<file path="src/rtl/mem_test_ctrl.sv">
// -----------------------------------------------------------------------------
// mem_test_ctrl
// Sequencer for the memTest device. It drives an external address accumulator
// (enable / control-reset) and consumes its address. It runs a write pass, then
// a read-verify pass, over addresses 0..p_LAST_ADDR. The data written to each
// address is (addr XOR p_PATTERN). It reports pass/fail, a saturating error
// count, the first failing address and a sticky timeout flag.
//
// Optional build macro: MEMTEST_INV_PASS_EN
//   When defined, a second write+read pass follows the first read pass. The
//   second pass uses inverted data ~(addr XOR p_PATTERN). Errors from both
//   passes accumulate into the same counter.
//
// Ports:
//   i_CLK, i_RST              clock, asynchronous active-high reset
//   i_START                   start pulse (honoured only in IDLE or DONE)
//   i_ADDR                    current address from the accumulator
//   o_ACC_ENABLE              accumulator advance
//   o_ACC_RST_CONTROL         accumulator return-to-zero
//   o_MEM_WE / o_MEM_RE       memory write strobe / 1-cycle read request
//   o_MEM_ADDR, o_MEM_WDATA   memory address and write data
//   i_MEM_RDATA, i_MEM_RVALID read data and its valid
//   o_BUSY, o_DONE, o_PASS    test status
//   o_ERR_COUNT               mismatches + timeouts, saturating
//   o_FIRST_ERR_ADDR          address of the first error
//   o_TIMEOUT                 sticky: at least one read timed out
// -----------------------------------------------------------------------------
module mem_test_ctrl #(
    parameter int                      p_ADDR_WIDTH = 8,
    parameter int                      p_DATA_WIDTH = 8,
    parameter int                      p_LAST_ADDR  = 255,
    parameter logic [p_DATA_WIDTH-1:0] p_PATTERN    = 8'hA5,
    parameter int                      p_TIMEOUT    = 16,
    parameter int                      p_ERR_WIDTH  = 8
) (
    input  logic                    i_CLK,
    input  logic                    i_RST,
    input  logic                    i_START,
    input  logic [p_ADDR_WIDTH-1:0] i_ADDR,
    output logic                    o_ACC_ENABLE,
    output logic                    o_ACC_RST_CONTROL,
    output logic                    o_MEM_WE,
    output logic                    o_MEM_RE,
    output logic [p_ADDR_WIDTH-1:0] o_MEM_ADDR,
    output logic [p_DATA_WIDTH-1:0] o_MEM_WDATA,
    input  logic [p_DATA_WIDTH-1:0] i_MEM_RDATA,
    input  logic                    i_MEM_RVALID,
    output logic                    o_BUSY,
    output logic                    o_DONE,
    output logic                    o_PASS,
    output logic [p_ERR_WIDTH-1:0]  o_ERR_COUNT,
    output logic [p_ADDR_WIDTH-1:0] o_FIRST_ERR_ADDR,
    output logic                    o_TIMEOUT
);

    localparam logic [2:0] S_IDLE      = 3'd0;
    localparam logic [2:0] S_INIT      = 3'd1;
    localparam logic [2:0] S_WRITE     = 3'd2;
    localparam logic [2:0] S_RD_INIT   = 3'd3;
    localparam logic [2:0] S_READ_REQ  = 3'd4;
    localparam logic [2:0] S_READ_WAIT = 3'd5;
    localparam logic [2:0] S_DONE      = 3'd6;

    localparam int TMO_W = $clog2(p_TIMEOUT + 1);

    // Saturating increment of the error counter (holds at all-ones).
    function automatic logic [p_ERR_WIDTH-1:0] sat_inc(input logic [p_ERR_WIDTH-1:0] v);
        return (&v) ? v : v + 1'b1;
    endfunction

    // Reference data for an address: the address is resized to the data width
    // (truncated or zero-extended) before the XOR with the pattern.
    function automatic logic [p_DATA_WIDTH-1:0] expected(input logic [p_ADDR_WIDTH-1:0] a);
        return p_DATA_WIDTH'(a) ^ p_PATTERN;
    endfunction

    logic [2:0]             state;
    logic [2:0]             state_nxt;
    logic [TMO_W-1:0]       tmo_cnt;
    logic [p_DATA_WIDTH-1:0] exp_data;
    logic [p_ERR_WIDTH-1:0] err_nxt;
    logic                   is_last;
    logic                   rsp_vld;
    logic                   tmo_hit;
    logic                   rd_done;
    logic                   err_evt;
    logic                   start_ok;

`ifdef MEMTEST_INV_PASS_EN
    logic                   inv_pass;
    assign exp_data = inv_pass ? ~expected(i_ADDR) : expected(i_ADDR);
`else
    assign exp_data = expected(i_ADDR);
`endif

    assign is_last  = (i_ADDR == p_ADDR_WIDTH'(p_LAST_ADDR));
    assign start_ok = i_START && ((state == S_IDLE) || (state == S_DONE));
    assign rsp_vld  = (state == S_READ_WAIT) && i_MEM_RVALID;
    // Timeout fires on the p_TIMEOUT-th READ_WAIT cycle with no response.
    assign tmo_hit  = (state == S_READ_WAIT) && !i_MEM_RVALID &&
                      (tmo_cnt == TMO_W'(p_TIMEOUT - 1));
    assign rd_done  = rsp_vld || tmo_hit;
    assign err_evt  = (rsp_vld && (i_MEM_RDATA != exp_data)) || tmo_hit;
    assign err_nxt  = err_evt ? sat_inc(o_ERR_COUNT) : o_ERR_COUNT;

    // Memory / accumulator strobes and next-state decode, from state and i_ADDR.
    always_comb begin
        state_nxt         = state;
        o_ACC_ENABLE      = 1'b0;
        o_ACC_RST_CONTROL = 1'b0;
        o_MEM_WE          = 1'b0;
        o_MEM_RE          = 1'b0;
        o_MEM_ADDR        = '0;
        o_MEM_WDATA       = '0;
        case (state)
            S_IDLE, S_DONE: begin
                if (i_START) state_nxt = S_INIT;
            end
            S_INIT: begin
                o_ACC_RST_CONTROL = 1'b1;
                state_nxt         = S_WRITE;
            end
            S_WRITE: begin
                o_MEM_WE    = 1'b1;
                o_MEM_ADDR  = i_ADDR;
                o_MEM_WDATA = exp_data;
                if (is_last) state_nxt = S_RD_INIT;
                else         o_ACC_ENABLE = 1'b1;
            end
            S_RD_INIT: begin
                o_ACC_RST_CONTROL = 1'b1;
                state_nxt         = S_READ_REQ;
            end
            S_READ_REQ: begin
                o_MEM_RE   = 1'b1;
                o_MEM_ADDR = i_ADDR;
                state_nxt  = S_READ_WAIT;
            end
            S_READ_WAIT: begin
                if (rd_done) begin
                    if (is_last) begin
`ifdef MEMTEST_INV_PASS_EN
                        state_nxt = inv_pass ? S_DONE : S_INIT;
`else
                        state_nxt = S_DONE;
`endif
                    end else begin
                        o_ACC_ENABLE = 1'b1;
                        state_nxt    = S_READ_REQ;
                    end
                end
            end
            default: state_nxt = S_IDLE;
        endcase
    end

    // Registered state and status.
    always_ff @(posedge i_CLK or posedge i_RST) begin
        if (i_RST) begin
            state            <= S_IDLE;
            tmo_cnt          <= '0;
            o_BUSY           <= 1'b0;
            o_DONE           <= 1'b0;
            o_PASS           <= 1'b0;
            o_ERR_COUNT      <= '0;
            o_FIRST_ERR_ADDR <= '0;
            o_TIMEOUT        <= 1'b0;
        end else begin
            state <= state_nxt;

            if (start_ok) begin
                o_BUSY           <= 1'b1;
                o_DONE           <= 1'b0;
                o_PASS           <= 1'b0;
                o_ERR_COUNT      <= '0;
                o_FIRST_ERR_ADDR <= '0;
                o_TIMEOUT        <= 1'b0;
            end

            if (state == S_READ_REQ)
                tmo_cnt <= '0;
            else if ((state == S_READ_WAIT) && !i_MEM_RVALID && !tmo_hit)
                tmo_cnt <= tmo_cnt + 1'b1;

            if (err_evt) begin
                o_ERR_COUNT <= err_nxt;
                if (o_ERR_COUNT == '0) o_FIRST_ERR_ADDR <= i_ADDR;
                if (tmo_hit)           o_TIMEOUT        <= 1'b1;
            end

            // Final verdict includes an error on the very last read.
            if ((state == S_READ_WAIT) && (state_nxt == S_DONE)) begin
                o_BUSY <= 1'b0;
                o_DONE <= 1'b1;
                o_PASS <= (err_nxt == '0);
            end
        end
    end

`ifdef MEMTEST_INV_PASS_EN
    always_ff @(posedge i_CLK or posedge i_RST) begin
        if (i_RST)
            inv_pass <= 1'b0;
        else if (start_ok)
            inv_pass <= 1'b0;
        else if ((state == S_READ_WAIT) && rd_done && is_last)
            inv_pass <= 1'b1;
    end
`endif

endmodule

</file>
<file path="config.mk">
export PLATFORM = sky130hd
export DESIGN_NAME = mem_test_ctrl
export DESIGN_NICKNAME = d
export VERILOG_FILES = /design/src/rtl/mem_test_ctrl.sv
export SDC_FILE = /design/constraint.sdc
export NUM_CORES = 1
export LEC_CHECK = 0
export BUFFER_PORTS_ARGS = -buffer_cell sky130_fd_sc_hd__buf_2
export CAP_MARGIN = 20
export CELL_PAD_IN_SITES_DETAIL_PLACEMENT = 1
export CELL_PAD_IN_SITES_GLOBAL_PLACEMENT = 1
export CORE_MARGIN = 2
export CORE_UTILIZATION = 37
export CTS_CLUSTER_SIZE = 25
export DETAILED_ROUTE_END_ITERATION = 8
export GPL_ROUTABILITY_DRIVEN = 1
export PLACE_DENSITY = 0.84
export SLEW_MARGIN = 5
export SYNTH_ARGS = -nofsm -noshare
export SYNTH_HDL_FRONTEND = slang
export SYNTH_SLANG_ARGS = --single-unit
</file>
<file path="constraint.sdc">
create_clock -name i_CLK -period 2.4 [get_ports i_CLK]
set_input_delay 0.24 -clock i_CLK [delete_from_list [all_inputs] [get_ports i_CLK]]
set_output_delay 0.24 -clock i_CLK [all_outputs]
set_load 0.01 [all_outputs]
</file>
==> out/results.ini <==
[routing]
drt_iter0_markers = 86
wirelength_mm = 5.27
ant_nets = 0
vias_per_cell = 5.46
remaining_drc_errors = 0
routedWlPerCell_um = 16.6
num_vias = 1735
dr.pass1.iters = 4

[synth]
synth_area_um2 = 1800
synth_common_cells = 31 x nor2_1, 28 x dfrtp_1, 16 x inv_1, 16 x nand3_1, 11 x nand2_1
yosys_warnings = 0
synthAdderAreaFrac = 0.0278
syn_nets = 226
synth-compound-area-share = 0.154
synthTopCellsByArea = dfrtp_1 39%, nor2_1 6.5%, nand3_1 4.5%, xnor2_1 3.4%, xor2_1 3.4%
ys_types = 51
ys_async_sr_fraction = 1.00
synth_top_family_by_area = simple AND/OR/NAND/NOR gates
avgSynthCellArea_um2 = 8.91
synth.top_cell.area_share = 0.389
synthXorXnorAreaFrac = 0.0682
synth-edff-count = 0
synth.most_common_cell = nor2_1
synth_top_area_cell = dfrtp_1
ys_ff_latch = 28
synth_seq_area_share = 0.389
synthMuxAreaShare = 0.0167
synth-simple-area-share = 0.284
ys.flop_type = dfrtp_1
synth_cells = 202

[finish]
antenna_cells = 0
stdcell_count = 318
n_fill_cell = 600
nets = 289
post-route-util = 0.484
drive_gt1_frac = 0.333
area_growth_pct = 26.1

[setup_path]
r2r-end = o_PASS
r2r_start = tmo_cnt[0]
worst-path-max-fanout = 5
crit_required_ns = 2.60
path_cells = ha_1 > and3_1 > ha_2 > inv_2 > o311a_4 > nand3_2 > nor3b_4 > buf_4 > a211o_1 > a311oi_2
criticalPathCategory = register to register
slowest_stage = dfrtp_1
worstPathArrival_ns = 2.50
endpoint = o_PASS
end_kind = register
r2r_cells = 10
rrSetupSlack_ns = 0.10
critPathLaunchType = register
critPathLaunch = tmo_cnt[0]
slowest_delay_ns = 0.41

[status]
status = finished clean

[clock_tree]
htreeDepth = 1
cts_tree = yes
clock_latency_ns = 0.28
cts.path.max_buffers = 2
clk_pin_slew_ns = 0.10
clkSinkCount = 28
numCtsBuffers = 3
cts_hold_buf = 0
cts_root_buffer = clkbuf_8

[timing]
fin_tns_setup_ns = 0
period_needed_ns = 2.30
fin_worst_skew_ns = 0.00255
setup_ws_ns = 0.103
slew_viol_final = 0
slew_headroom = 0.637
post-route-period-util = 0.957
max_freq_mhz = 435
finalSetupViolations = 0
tightestPinTransition_ns = 0.541
finalHoldViolations = 0

[floorplanning]
initial_core_util = 0.383
fp.dieW_um = 73.7
core_um2 = 4690
ios = 60
num_rows = 25
die-area_um2 = 5440
chipHeight_um = 73.7

[global_route]
grt_max_degree = 29
gr-total-overflow = 0
antenna_found_initial = 0
grt_pass1_wl_mm = 8.59
first_global_vias = 1746
track_usage = 0.204

[hold_path]
hp-class = primary input to async pin

[place]
dp_hpwl_mm = 4.08
placement.io_buffers = 59
place.gp.congestion = 0.806
dp.cells = 311
dp_slack_ns = 0.0334

[run]
cap_violations = 0

[pwr]
power_density_nw_per_um2 = 828
p_total_uw = 1880
peakVddDrop_mv = 0.423
p_leak_uw = 0.00119

-- cell usage in the layout, fill, tap and decap left out, drive strengths merged, types with 2 or more instances in the layout --
cell type / n
a31oi: 2
and3: 5
xnor2: 7
nand4: 7
inv: 17
buf: 69
o211a: 3
or2: 2
nand3b: 2
dfrtp: 28
a21oi: 3
clkbuf: 3
nand2b: 2
xor2: 7
nor4: 2
o21ai: 10
nor3: 2
mux2i: 3
nor2: 32
o31ai: 2
ha: 4
nor2b: 4
a311oi: 4
nand3: 17
nand2: 11
-- state kept, by name, indices dropped and copies added (netlist names) --
signal            cells
tmo_cnt               5
o_ERR_COUNT           8
o_DONE                1
o_FIRST_ERR_ADDR      8
o_PASS                1
o_BUSY                1
o_TIMEOUT             1
state                 3
-- layer usage --
metal  GRT usage  part of all wire
met4      0.0485            0.0093
met1       0.259              0.43
met5           0                 0
met3      0.0343             0.047
met2       0.359              0.51
-- worst max-delay path: cells and delay by family (launching register included) --
| kind | cells | cell delay, ns |
|---|---|---|
| flops | 1 | 0.41 |
| fa+ha+maj | 2 | 0.42 |
| compound gates | 3 | 0.69 |
| simple gates | 3 | 0.47 |
| buf+inv | 2 | 0.22 |
-- stage by stage --
step	hold slack (ns)	instance area, um^2
final	0.000660	2270
after global routing	0.0348	2270
after CTS	0.0201	2240
after detailed placement	0.333	2170
after global placement	0.324	2170
after floorplan	0.305	1800
-- timing repair --
item / in CTS / in global routing
resized for setup: 0 / 3
setup buffers: 0 / 3
endpoints found under the setup margin: 0 / 18
-- report_power, final --
group,internal [uW],total (uW),switching [uW],leakage (uW)
clock,224,386,163,0.0000357
combinational,348,838,490,0.000774
sequential,564,655,91.5,0.000378
-- how the worst min path moves through the flow --
stage | from | endpoint | cells past startpoint
after floorplan | i_RST | o_BUSY | 1
after global placement | i_RST | o_DONE | 3
after detailed placement | i_RST | o_DONE | 3
after CTS | i_RST | o_ERR_COUNT[7] | 3
after global routing | i_RST | o_DONE | 3
final | i_RST | o_BUSY | 3
-- cell type report --
type                       instances  area (um^2)  area share
tap                               54         67.6      0.0298
inverter                          17         63.8      0.0281
clock inverter                     1         30.0      0.0132
multi-input combinational        146          996       0.439
clock buffer                       3         41.3      0.0182
timing repair buffer              69          370       0.163
sequential                        28          701       0.309
-- cells by family after synthesis --
family | Yosys count
adder cells (fa/ha/maj) | 4
AO/OA/AOI/OAI | 34
buffers and inverters | 28
multiplexers | 3
AND/OR/NAND/NOR | 91
XOR/XNOR | 14
flip-flops | 28
No activity file was read; power rests on OpenSTA's default activity.
